<file path="config.mk">
export PLATFORM = sky130hd
export DESIGN_NAME = fetch_unit
export DESIGN_NICKNAME = d
export VERILOG_FILES = /design/src/rtl/fetch_unit.sv
export SDC_FILE = /design/constraint.sdc
export NUM_CORES = 1
export LEC_CHECK = 0
export BUFFER_PORTS_ARGS = -buffer_cell sky130_fd_sc_hd__buf_2
export CAP_MARGIN = 10
export CORE_UTILIZATION = 53
export DETAILED_ROUTE_END_ITERATION = 16
export HOLD_SLACK_MARGIN = 0.03
export PLACE_DENSITY = 0.8
export SLEW_MARGIN = 25
export SYNTH_ARGS = -nofsm -noshare
export SYNTH_HDL_FRONTEND = slang
export SYNTH_SLANG_ARGS = --single-unit
</file>
<file path="constraint.sdc">
create_clock -name clk -period 6.89 [get_ports clk]
set_input_delay 0.689 -clock clk [delete_from_list [all_inputs] [get_ports clk]]
set_output_delay 0.689 -clock clk [all_outputs]
set_load 0.05 [all_outputs]
</file>
<file path="src/rtl/fetch_unit.sv">
// fetch_unit
//   Instruction fetch front end. It holds a fetch PC, reads one word per cycle
//   from a combinational instruction memory, and queues {instr, pc} pairs in a
//   small FIFO that feeds the decode stage. A redirect flushes the queue and
//   restarts fetching at the target address.
//
//   Optional feature (macro FETCH_MISALIGN_TRAP_EN):
//     defined   - a redirect to a target that is not word aligned loads that
//                 target, raises fetch_misalign and halts fetching until the
//                 next aligned redirect or reset.
//     undefined - redirect targets have bits [1:0] forced to zero and
//                 fetch_misalign is constant 0.
//
// Parameters
//   RESET_PC   fetch PC after reset
//   BUF_DEPTH  instruction buffer entries (2 or 4)
//
// Ports
//   clk             clock, rising edge
//   rst             asynchronous reset, active low
//   imem_addr       byte address to instruction memory (current fetch PC)
//   imem_instr      instruction word for imem_addr, same cycle
//   redirect_valid  flush and restart at redirect_pc
//   redirect_pc     redirect target byte address
//   id_ready        decode accepts the head entry this cycle
//   if_valid        head entry valid
//   if_instr        head entry instruction
//   if_pc           head entry PC
//   if_pc_plus4     if_pc + 4 (wraps modulo 2^32)
//   fetch_misalign  misaligned redirect flag
module fetch_unit #(
  parameter logic [31:0] RESET_PC  = 32'h0000_0000,
  parameter int          BUF_DEPTH = 2
) (
  input  logic        clk,
  input  logic        rst,
  output logic [31:0] imem_addr,
  input  logic [31:0] imem_instr,
  input  logic        redirect_valid,
  input  logic [31:0] redirect_pc,
  input  logic        id_ready,
  output logic        if_valid,
  output logic [31:0] if_instr,
  output logic [31:0] if_pc,
  output logic [31:0] if_pc_plus4,
  output logic        fetch_misalign
);

  localparam int               PTR_W    = (BUF_DEPTH > 2) ? 2 : 1;
  localparam int               CNT_W    = PTR_W + 1;
  localparam logic [CNT_W-1:0] FULL_CNT = CNT_W'(BUF_DEPTH);
  localparam logic [PTR_W-1:0] LAST_IDX = PTR_W'(BUF_DEPTH - 1);

  function automatic logic [PTR_W-1:0] ptr_next(input logic [PTR_W-1:0] p);
    return (p == LAST_IDX) ? '0 : p + 1'b1;
  endfunction

  logic [31:0]      fetch_pc_p0;
  logic             halted;
  logic [PTR_W-1:0] rd_ptr;
  logic [PTR_W-1:0] wr_ptr;
  logic [CNT_W-1:0] count;
  logic [31:0]      buf_instr_p1 [BUF_DEPTH];
  logic [31:0]      buf_pc_p1    [BUF_DEPTH];

  logic             full;
  logic             pop;
  logic             push;
  logic [31:0]      redir_target;
  logic             redir_misaligned;

`ifdef FETCH_MISALIGN_TRAP_EN
  assign redir_target     = redirect_pc;
  assign redir_misaligned = |redirect_pc[1:0];
`else
  assign redir_target     = redirect_pc & 32'hFFFF_FFFC;
  assign redir_misaligned = 1'b0;
`endif

  assign full = (count == FULL_CNT);
  assign pop  = if_valid & id_ready;
  // A pop frees a slot on the same edge, so a full buffer can still accept.
  assign push = (~full | pop) & ~redirect_valid & ~halted;

  assign imem_addr = fetch_pc_p0;

  // Stage p0: fetch PC, buffer pointers and occupancy
  always_ff @(posedge clk or negedge rst) begin
    if (!rst) begin
      fetch_pc_p0 <= RESET_PC;
      halted      <= 1'b0;
      rd_ptr      <= '0;
      wr_ptr      <= '0;
      count       <= '0;
    end else if (redirect_valid) begin
      // Redirect overrides pop, push and full: everything buffered is stale.
      fetch_pc_p0 <= redir_target;
      halted      <= redir_misaligned;
      rd_ptr      <= '0;
      wr_ptr      <= '0;
      count       <= '0;
    end else begin
      if (push) begin
        fetch_pc_p0 <= fetch_pc_p0 + 32'd4;
        wr_ptr      <= ptr_next(wr_ptr);
      end
      if (pop) begin
        rd_ptr <= ptr_next(rd_ptr);
      end
      case ({push, pop})
        2'b10:   count <= count + 1'b1;
        2'b01:   count <= count - 1'b1;
        default: count <= count;
      endcase
    end
  end

  // Stage p1: buffer payload (no reset; validity is tracked by count)
  always_ff @(posedge clk) begin
    if (push) begin
      buf_instr_p1[wr_ptr] <= imem_instr;
      buf_pc_p1[wr_ptr]    <= fetch_pc_p0;
    end
  end

  // Payload is masked while the head is empty so reset presents zeros.
  assign if_valid       = (count != '0);
  assign if_instr       = if_valid ? buf_instr_p1[rd_ptr] : 32'h0;
  assign if_pc          = if_valid ? buf_pc_p1[rd_ptr] : 32'h0;
  assign if_pc_plus4    = if_pc + 32'd4;
  assign fetch_misalign = halted;

endmodule

</file>
[After elaboration in Yosys (flattened, before gate mapping)]
Memories as Yosys holds them, arrays and structs flattened.
Index checks and enable logic that the tools add are counted.
Word-level totals
  memories kept: 2
  word-level logic and storage cells: 38
  bits in writable memories: 128
  output and inout port bits: 130
  input port bits: 68
  register bits: 36
Memories
  buf_instr_p1: words 2, width 32, read ports 1, clocked after Yosys merged registers in 0, wr ports 1, RTL line 63  | logic [31:0] buf_instr_p1 [BUF_DEPTH];
  buf_pc_p1: words 2, width 32, read ports 1, clocked after Yosys merged registers in 0, wr ports 1, RTL line 64  | logic [31:0] buf_pc_p1 [BUF_DEPTH];
Operators by class
  bitwise operators: 5
  eq/ne operators: 3
  reductions and logical operators: 4
  add/subtract/negate cells: 6
  multiplexer cells: 14
Operators by type and width (number)
  32-bit two-way mux: 4
  32-bit by 3-bit adder with 32-bit output (second input constant): 2
  1-bit two-way mux: 8
  2-bit nonzero test: 3
  2-bit == test (second input constant): 2
  2-bit case mux with 2 select lines: 1
  3-bit nonzero test: 1
  1-bit adder (second input constant): 2
  2-bit by 1-bit adder with 2-bit output (second input constant): 1
  1-bit AND: 2
  2-bit by 1-bit == test with 1-bit output (second input constant): 1
  2-bit two-way mux: 1
  1-bit NOT: 2
  2-bit by 1-bit subtractor with 2-bit output (second input constant): 1
  1-bit OR: 1

[Longest topological paths before layout]
Gate-level depths: netlist of the first run.
  word-level depth: 7
  gate-level depth with buffers: 10

[Worst setup path after synthesis of the first run]
OpenSTA, ideal clock, no wires.
  path type: input -> register
  start point: input port id_ready
  end point: memory buf_instr_p1[0][0] (enable)
  data required time: 6319 ps
  path slack: 794 ps
  stages on the path: 3
  data arrival time: 5524 ps
  cells stage by stage: or3b_2 -> buf_2 -> nor3b_1
On the way
  longest elaborated chain between the ends: 5
Ends and longest elaborated chain
  start, declared: RTL line 41  | input logic id_ready,
  1-bit AND: RTL line 81  | assign pop = if_valid & id_ready;
  1-bit OR: RTL line 83  | assign push = (~full | pop) & ~redirect_valid & ~halted;
  1-bit AND: RTL line 83
  1-bit two-way mux: RTL line 120  | if (push) begin
  1-bit two-way mux (not written as such): RTL line 121  | buf_instr_p1[wr_ptr] <= imem_instr;
  end, declared: RTL line 63
No other way between the ends.

[Worst setup path in the final report of the first run]
  start point: register rd_ptr
  end point: output port if_pc_plus4[28]
On the way
  longest elaborated chain between the ends: 3
Ends and longest elaborated chain
  start, declared: RTL line 60  | logic [PTR_W-1:0] rd_ptr;
  start signal, assigned: RTL line 108  | rd_ptr <= ptr_next(rd_ptr);
  memory 2 x 32 bit
  32-bit two-way mux: RTL line 129  | assign if_pc = if_valid ? buf_pc_p1[rd_ptr] : 32'h0;
  32-bit by 3-bit adder with 32-bit output: RTL line 130  | assign if_pc_plus4 = if_pc + 32'd4;
  end, declared: RTL line 45  | output logic [31:0] if_pc_plus4,
No other way between the ends.

==> results.md, run 1 <==
* Seq cells post-synth at 158
* Root buffer cell: clkbuf_16
* Synth top area share at 0.4995
* Drt drc at 0
* Row cnt at 42
* Final net count at 850
* Data required time at the worst endpoint at 6.20 ns
* Total number of vias at 5216
* TritonCTS clock tree: built
* Total negative setup slack at 0 ns
* Outcome: completed
* Max-slew violation count at 0
* Mapped Area at 7455 µm²
* Pin count of the biggest net entering global routing at 77
* WP data arrival at 3.88 ns
* Setup CP Type: reg -> out
* Slowest cell on crit path: dfrtp_4
* Routed wire length at 15760 µm
* Post-DP Area at 8447 µm²
* Skew-Pair Late Insertion Delay at 0.41 ns
* Syn. warnings at 0
* Initial core utilization at 0.5541
* HPWL after DPL at 11220 µm
* PostCTS Resize Cnt at 0
* Most used DFF post-synth: edfxtp_1
* Fin area at 9016 µm²
* Initial antenna violation count at 0
* Final setup margin at 2.325 ns
* Count of input and output buffers at 188
* Drt pass-1 iters at 5
* Pre-CTS setup slack at 2.740 ns
* Crit share post-route at 0.6626
* Top Ports at 198
* Max-Cap Viols at 0
* Tmin final at 4.565 ns
* Core Box Area at 13450 µm²
* Largest cells by area after synthesis: edfxtp_1 (50%), dfrtp_1 (11%), mux2i_1 (8.3%)
* Final core utilization at 0.6702
* CP Capture Type: output port
* Pwr dens at 313.6 nW/µm²
* Worst Tran Pin Value at 0.8715 ns
* N_diodes at 0
* Post-synth top area cell: edfxtp_1
* Distinct cells, synth at 46
* Avg Synthesized Cell Area at 12.49 µm²
* CP Cell Sequence: buf_4 > mux2i_1 > nor2_1 > ha_1 > nor3b_2 > nand4_1 > nor3_1 > xor2_1 > buf_2
* WL per Instance at 16.27 µm
* Post-route antenna net violation count at 0
* Post-synth EDFFs at 124
* Achievable frequency at 219.1 MHz
* Unrepaired setup endpoints after global routing: no
* Vias/cell at 5.383
* Flop2flop setup slack at 4.62 ns
* Vias in the first global route at 5031
* Synthesis-to-finish area growth at 20.95%
* Gpl congestion at 0.8548
* Clk pin slew, worst setup/hold paths at 0.06 ns
* Total power at 2.828 mW
* CP Max Fanout at 49
* Die height at 120.6 µm
* Worst ir drop on vdd at 174.5 µV
* Crit-path max cell delay at 0.72 ns
* CTS sink cnt at 158
* Fraction of registers with async set/reset at 0.2152
* CTS Buffer Depth at 2
* Final Hold Viols at 0
* First-pass GRT wire length at 25180 µm
* CTS Buf Count at 17
* Slew HR at 0.4190
* Hold-fix buffers, CTS at 0
* Share of cells above drive strength 1 at 0.3102
* Post-Synthesis Cells at 597
* Static leakage at 3.590 nW
* H-tree Lvls at 4
* DR iter-0 viols at 310
* Critical Path Start Type: register
* Min-Delay Path Class: in -> async
* Overflow after GRT at 0
* Setup bufs post-CTS at 0
* # fillers at 1062
* Worst Skew at 0.004125 ns
* Total GRT Usage at 0.2274
* Endpoints failing setup at 0
* Die footprint at 14540 µm²
* Register area share after synthesis at 0.6136
* Die X at 120.6 µm
-- through the flow --
step | instances | hold slack [ns]
after floorplan | 603 | 0.3934
after global placement | 937 | 0.4946
after detailed placement | 937 | 0.4987
after CTS | 969 | 0.3580
after global routing | 969 | 0.4028
final | 969 | 0.3497
-- cells in the mapped netlist (6+ instances only) --
library cell  number
buf_4              8
edfxtp_1         124
inv_1             14
nand2_1           47
nor4_1            13
nor2_1            75
xor2_1            19
nand3b_1           7
nand4_1           14
xnor2_1           39
nand3_1           18
nor3_1            19
o21ai_0           30
dfrtp_1           34
mux2i_1           62
buf_2             15
clkbuf_1           6
-- worst max-delay path: cells and delay by family (launching register included) --
family | cells | cell delay [ns]
flops | 1 | 0.72
fa+ha+maj | 1 | 0.23
simple gates | 4 | 1.16
buf+inv | 2 | 0.98
mux | 1 | 0.16
xor+xnor | 1 | 0.16
-- registers in the layout, summed over array words and instances (netlist names) --
signal / flops
rd_ptr: 1
wr_ptr: 1
buf_instr_p1: 64
imem_addr: 30
count: 2
buf_pc_p1: 60
-- worst paths after layout --
kind / start / to / cells after the start
worst max-delay path: rd_ptr / if_pc_plus4[28] / 9
worst min-delay path: rst / imem_addr[25] / 1
worst max register to register: imem_addr[9] / imem_addr[31] / 5
min in group clk: imem_instr[2] / buf_instr_p1[1][2] / 1
worst min register to register: imem_addr[30] / buf_pc_p1[1][30] / 0
max in group asynchronous: rst / rd_ptr / 1
-- routing by layer --
| metal | global-route usage | part of all wire | up-vias |
|---|---|---|---|
| met1 | 0.2958 | 0.43 | 2479 |
| met5 | 0 | 0 | - |
| met3 | 0.04575 | 0.060 | 32 |
| met4 | 0.09722 | 0.024 | 0 |
| met2 | 0.3721 | 0.48 | 203 |
| li1 | - | - | 2502 |
-- cell type report --
| cell class | count | area [µm²] | area share |
|---|---|---|---|
| clock inverter | 15 | 143.9 | 0.01596 |
| tap | 176 | 220.2 | 0.02442 |
| timing repair buffer | 193 | 978.4 | 0.1085 |
| multi-input combinational | 396 | 2618 | 0.2903 |
| clock buffer | 17 | 425.4 | 0.04718 |
| sequential | 158 | 4578 | 0.5078 |
| inverter | 14 | 52.55 | 0.005828 |
-- cells in the final DEF (no fill, tap or decap), drive strengths merged, types with 2 or more instances in the layout --
cell and count:
a211oi 6, a21oi 3, and2 2, and3 4, and4 2, buf 193
bufinv 2, clkbuf 17, clkinv 9, conb 7, dfrtp 34, edfxtp 124
ha 2, inv 17, mux2 2, mux2i 62, nand2 48, nand3 22
nand3b 7, nand4 17, nor2 76, nor3 21, nor3b 4, nor4 14
o21ai 30, or3 3, xnor2 39, xor2 19
-- kinds of logic (layout without fill, tap and decap cells) --
| family | count (synthesis) | count (layout) | synth area share |
|---|---|---|---|
| compound gates | 41 | 41 | 0.03642 |
| fa+ha+maj | 2 | 2 | 0.003356 |
| simple gates | 224 | 224 | 0.1519 |
| mux | 64 | 64 | 0.08627 |
| buf+inv | 49 | 239 | 0.03978 |
| xor+xnor | 58 | 58 | 0.06814 |
| other cells | 1 | 7 | 0.0005030 |
| flops | 158 | 158 | 0.6136 |
-- power by group --
group / switching [mW] / total, mW / internal [mW]
Sequential: 0.0642 / 1.18 / 1.12
Clock: 0.359 / 0.890 / 0.530
Combinational: 0.578 / 0.753 / 0.175
No activity file was read; power rests on OpenSTA's default activity.
==> run 2: changes to the inputs <==
--- a/config.mk
+++ b/config.mk
@@ -7,10 +7,10 @@
 export LEC_CHECK = 0
 export BUFFER_PORTS_ARGS = -buffer_cell sky130_fd_sc_hd__buf_2
 export CAP_MARGIN = 10
-export CORE_UTILIZATION = 53
+export CORE_UTILIZATION = 48
 export DETAILED_ROUTE_END_ITERATION = 16
 export HOLD_SLACK_MARGIN = 0.03
-export PLACE_DENSITY = 0.8
+export PLACE_DENSITY = 0.77
 export SLEW_MARGIN = 25
 export SYNTH_ARGS = -nofsm -noshare
 export SYNTH_HDL_FRONTEND = slang
==> constraint.sdc (replaced) <==
create_clock -name clk -period 3.8 [get_ports clk]
set_input_delay 0.38 -clock clk [delete_from_list [all_inputs] [get_ports clk]]
set_output_delay 0.38 -clock clk [all_outputs]
set_load 0.05 [all_outputs]
==> run 2 against run 1 <==
Compared with the run above: flip-flop and latch count is the same; critical path depth is 1 lower; clock power grew 100%; first-iteration DRC count increased by 4.5%; register-to-register slack got worse by 3.3 ns; worst hold slack worse by 0.31 ns; global-route usage shrank 2.8 points; design area up 2.0%; sequential share of layout area decreased by 0.99 points; clock skew is 0.0054 ns higher.
==> results.md, run 2 (synthesized netlist as in run 1, its figures left out) <==
* Data required time at the worst endpoint at 3.42 ns (-2.78 ns)
* Pin count of the biggest net entering global routing at 63 (-18%)
* CP Capture Type: output port
* Endpoints failing setup at 0 (unchanged)
* Largest Register: buf_instr_p1
* Comb pwr share at 0.263 (-0.003)
* Slew HR at 0.4265 (+0.007490)
* Commonest non-fill, non-tap cell in the layout: buf_2
* H-tree Lvls at 4 (unchanged)
* Hold-fix buffers, CTS at 0 (unchanged)
* DR iter-0 viols at 324 (+4.5%)
* FF-to-FF path depth at 5 (unchanged)
* Root buffer cell: clkbuf_16
* CTS Buf Count at 17 (unchanged)
* Initial core utilization at 0.4904 (-0.06376)
* Unrepaired setup endpoints after global routing: no
* Drt pass-1 iters at 4 (-1)
* Flip-flop count of the largest register after layout at 64 (unchanged)
* Max-slew violation count at 0 (unchanged)
* Worst Skew at 0.009498 ns (+0.005373 ns)
* N_diodes at 0 (unchanged)
* CTS Buffer Depth at 2 (unchanged)
* Tmin final at 3.545 ns
* Vias/cell at 5.233 (-2.8%)
* WP data arrival at 3.16 ns (-0.72 ns)
* Skew-Pair Late Insertion Delay at 0.41 ns (about the same)
* Worst ir drop on vdd at 327.9 µV (+88%)
* Final Hold Viols at 0 (unchanged)
* Initial antenna violation count at 0 (unchanged)
* Top Ports at 198 (unchanged)
* Critical Path Start Type: register
* Total negative setup slack at 0 ns (unchanged)
* CP Max Fanout at 17 (-65%)
* Drt drc at 0 (unchanged)
* Outcome: completed
* HPWL after DPL at 10810 µm (-3.6%)
* Vias in the first global route at 4749 (-5.6%)
* Synthesis-to-finish area growth at 23.35%
* Row cnt at 45 (+7.1%)
* WL per Instance at 15.98 µm (-1.8%)
* # fillers at 1271 (+20%)
* Gpl congestion at 0.8765 (+2.5%)
* CTS sink cnt at 158 (unchanged)
* Final core utilization at 0.6049 (-0.06535)
* Core Box Area at 15200 µm² (+13%)
* Min-Delay Path Class: in -> async
* Share of cells above drive strength 1 at 0.3254 (+0.01516)
* Routed wire length at 15730 µm (-0.25%)
* Sw Ratio at 0.3446 (-0.009581)
* Die X at 126.6 µm (+5.0%)
* Multi-input logic area at 2669 µm² (+2.0%)
* First-pass GRT wire length at 24380 µm (-3.2%)
* Count of input and output buffers at 188 (unchanged)
* Most frequent cells in the layout: buf_2 (188), edfxtp_1 (124), nor2_1 (74)
* Final net count at 853 (+0.35%)
* Max-Cap Viols at 0 (unchanged)
* NetSw at 1.833 mW (+83%)
* Register area at 4578 µm² (unchanged)
* Overflow after GRT at 0 (unchanged)
* Setup CP Type: reg -> out
* Static leakage at 3.643 nW (+1.5%)
* Pint at 3.487 mW (+91%)
* Total GRT Usage at 0.1991 (-0.02835)
* Worst Tran Pin Value at 0.8603 ns (-0.01124 ns)
* Total number of vias at 5149 (-1.3%)
* Crit share post-route at 0.9329
* Die height at 126.6 µm (+5.0%)
* Pwr dens at 578.5 nW/µm² (+84%)
* Clock group share of total power at 0.336 (+0.021)
* Achievable frequency at 282.1 MHz
* Die footprint at 16030 µm² (+10%)
* Sequential share of power at 0.401 (-0.018)
* TritonCTS clock tree: built
* Post-route antenna net violation count at 0 (unchanged)
* Clk pin slew, worst setup/hold paths at 0.06 ns (about the same)
==> run 2: cell count changes in the layout (fill, tap and decap cells not counted), moves of 2 or more <==
cell	change
xor2_1	-5
buf_12	+2
clkbuf_1	+2
xor2_2	+5
bufinv_16	+2
clkinv_1	-5
==> run 2: cell type report <==
class                   instances  share of cell area
clock buffers                  20             0.04858
clock inverters                12             0.02000
inverters                      14            0.005715
multi-input cells             396              0.2902
flip-flops and latches        158              0.4979
well taps                     188             0.02558
repair buffers                196              0.1120
==> run 2: metrics by stage <==
| step | instance area (µm²) | setup WS (ns) | total power [mW] | hold slack (ns) | instances |
|---|---|---|---|---|---|
| 2_1_floorplan | 7522 | 0.02413 | 3.256 | 0.08441 | 603 |
| 3_3_place_gp | 8548 | 0.6165 | 3.550 | 0.4902 | 951 |
| 3_5_place_dp | 8548 | 0.5674 | 3.569 | 0.4997 | 951 |
| 4_1_cts | 9179 | 0.09483 | 5.357 | 0.05236 | 983 |
| 5_1_grt | 9195 | 0.07315 | 5.518 | 0.07619 | 984 |
| 6_report | 9195 | 0.2550 | 5.319 | 0.03958 | 984 |
==> run 2: routing by layer <==
layer,vias up,part of all wire,GRT usage
li1,2515,-,-
met1,2457,0.44,0.2526
met2,152,0.49,0.3292
met3,25,0.048,0.04850
met4,0,0.025,0.08009
met5,-,0,0
==> run 2: power groups by stage <==
stage | registers [mW] | logic (mW) | clock network [mW]
final | 2.13 | 1.40 | 1.79
after detailed placement | 2.17 | 1.39 | 0
after global routing | 2.15 | 1.47 | 1.89
after global placement | 2.17 | 1.38 | 0
after CTS | 2.14 | 1.40 | 1.82
after floorplan | 2.25 | 1.01 | 0
==> run 2: timing repair <==
action                                  in CTS  in global routing
endpoints found under the setup margin       0                  3
buffers inserted                             0                  1
gates resized for setup                      0                  1
==> run 2: critical path, cell delays in order (launching register included) <==
cell and delay [ns]:
dfrtp_4 0.60, mux2i_1 0.23, nor2_2 0.18, ha_1 0.23
nor3b_2 0.42, nand4_1 0.33, nor3_1 0.34, xor2_2 0.15
buf_2 0.27
==> run 2: worst paths after layout <==
check	startpoint	endpoint	slack [ns]
setup / recovery	rd_ptr	if_pc_plus4[30]	0.26
hold reg to reg	imem_addr[30]	buf_pc_p1[1][30]	0.52
max in group asynchronous	rst	rd_ptr	3.19
hold / removal	rst	imem_addr[26]	0.04
min in group clk	imem_instr[2]	buf_instr_p1[0][2]	0.16
setup reg to reg	count[1]	imem_addr[31]	1.30
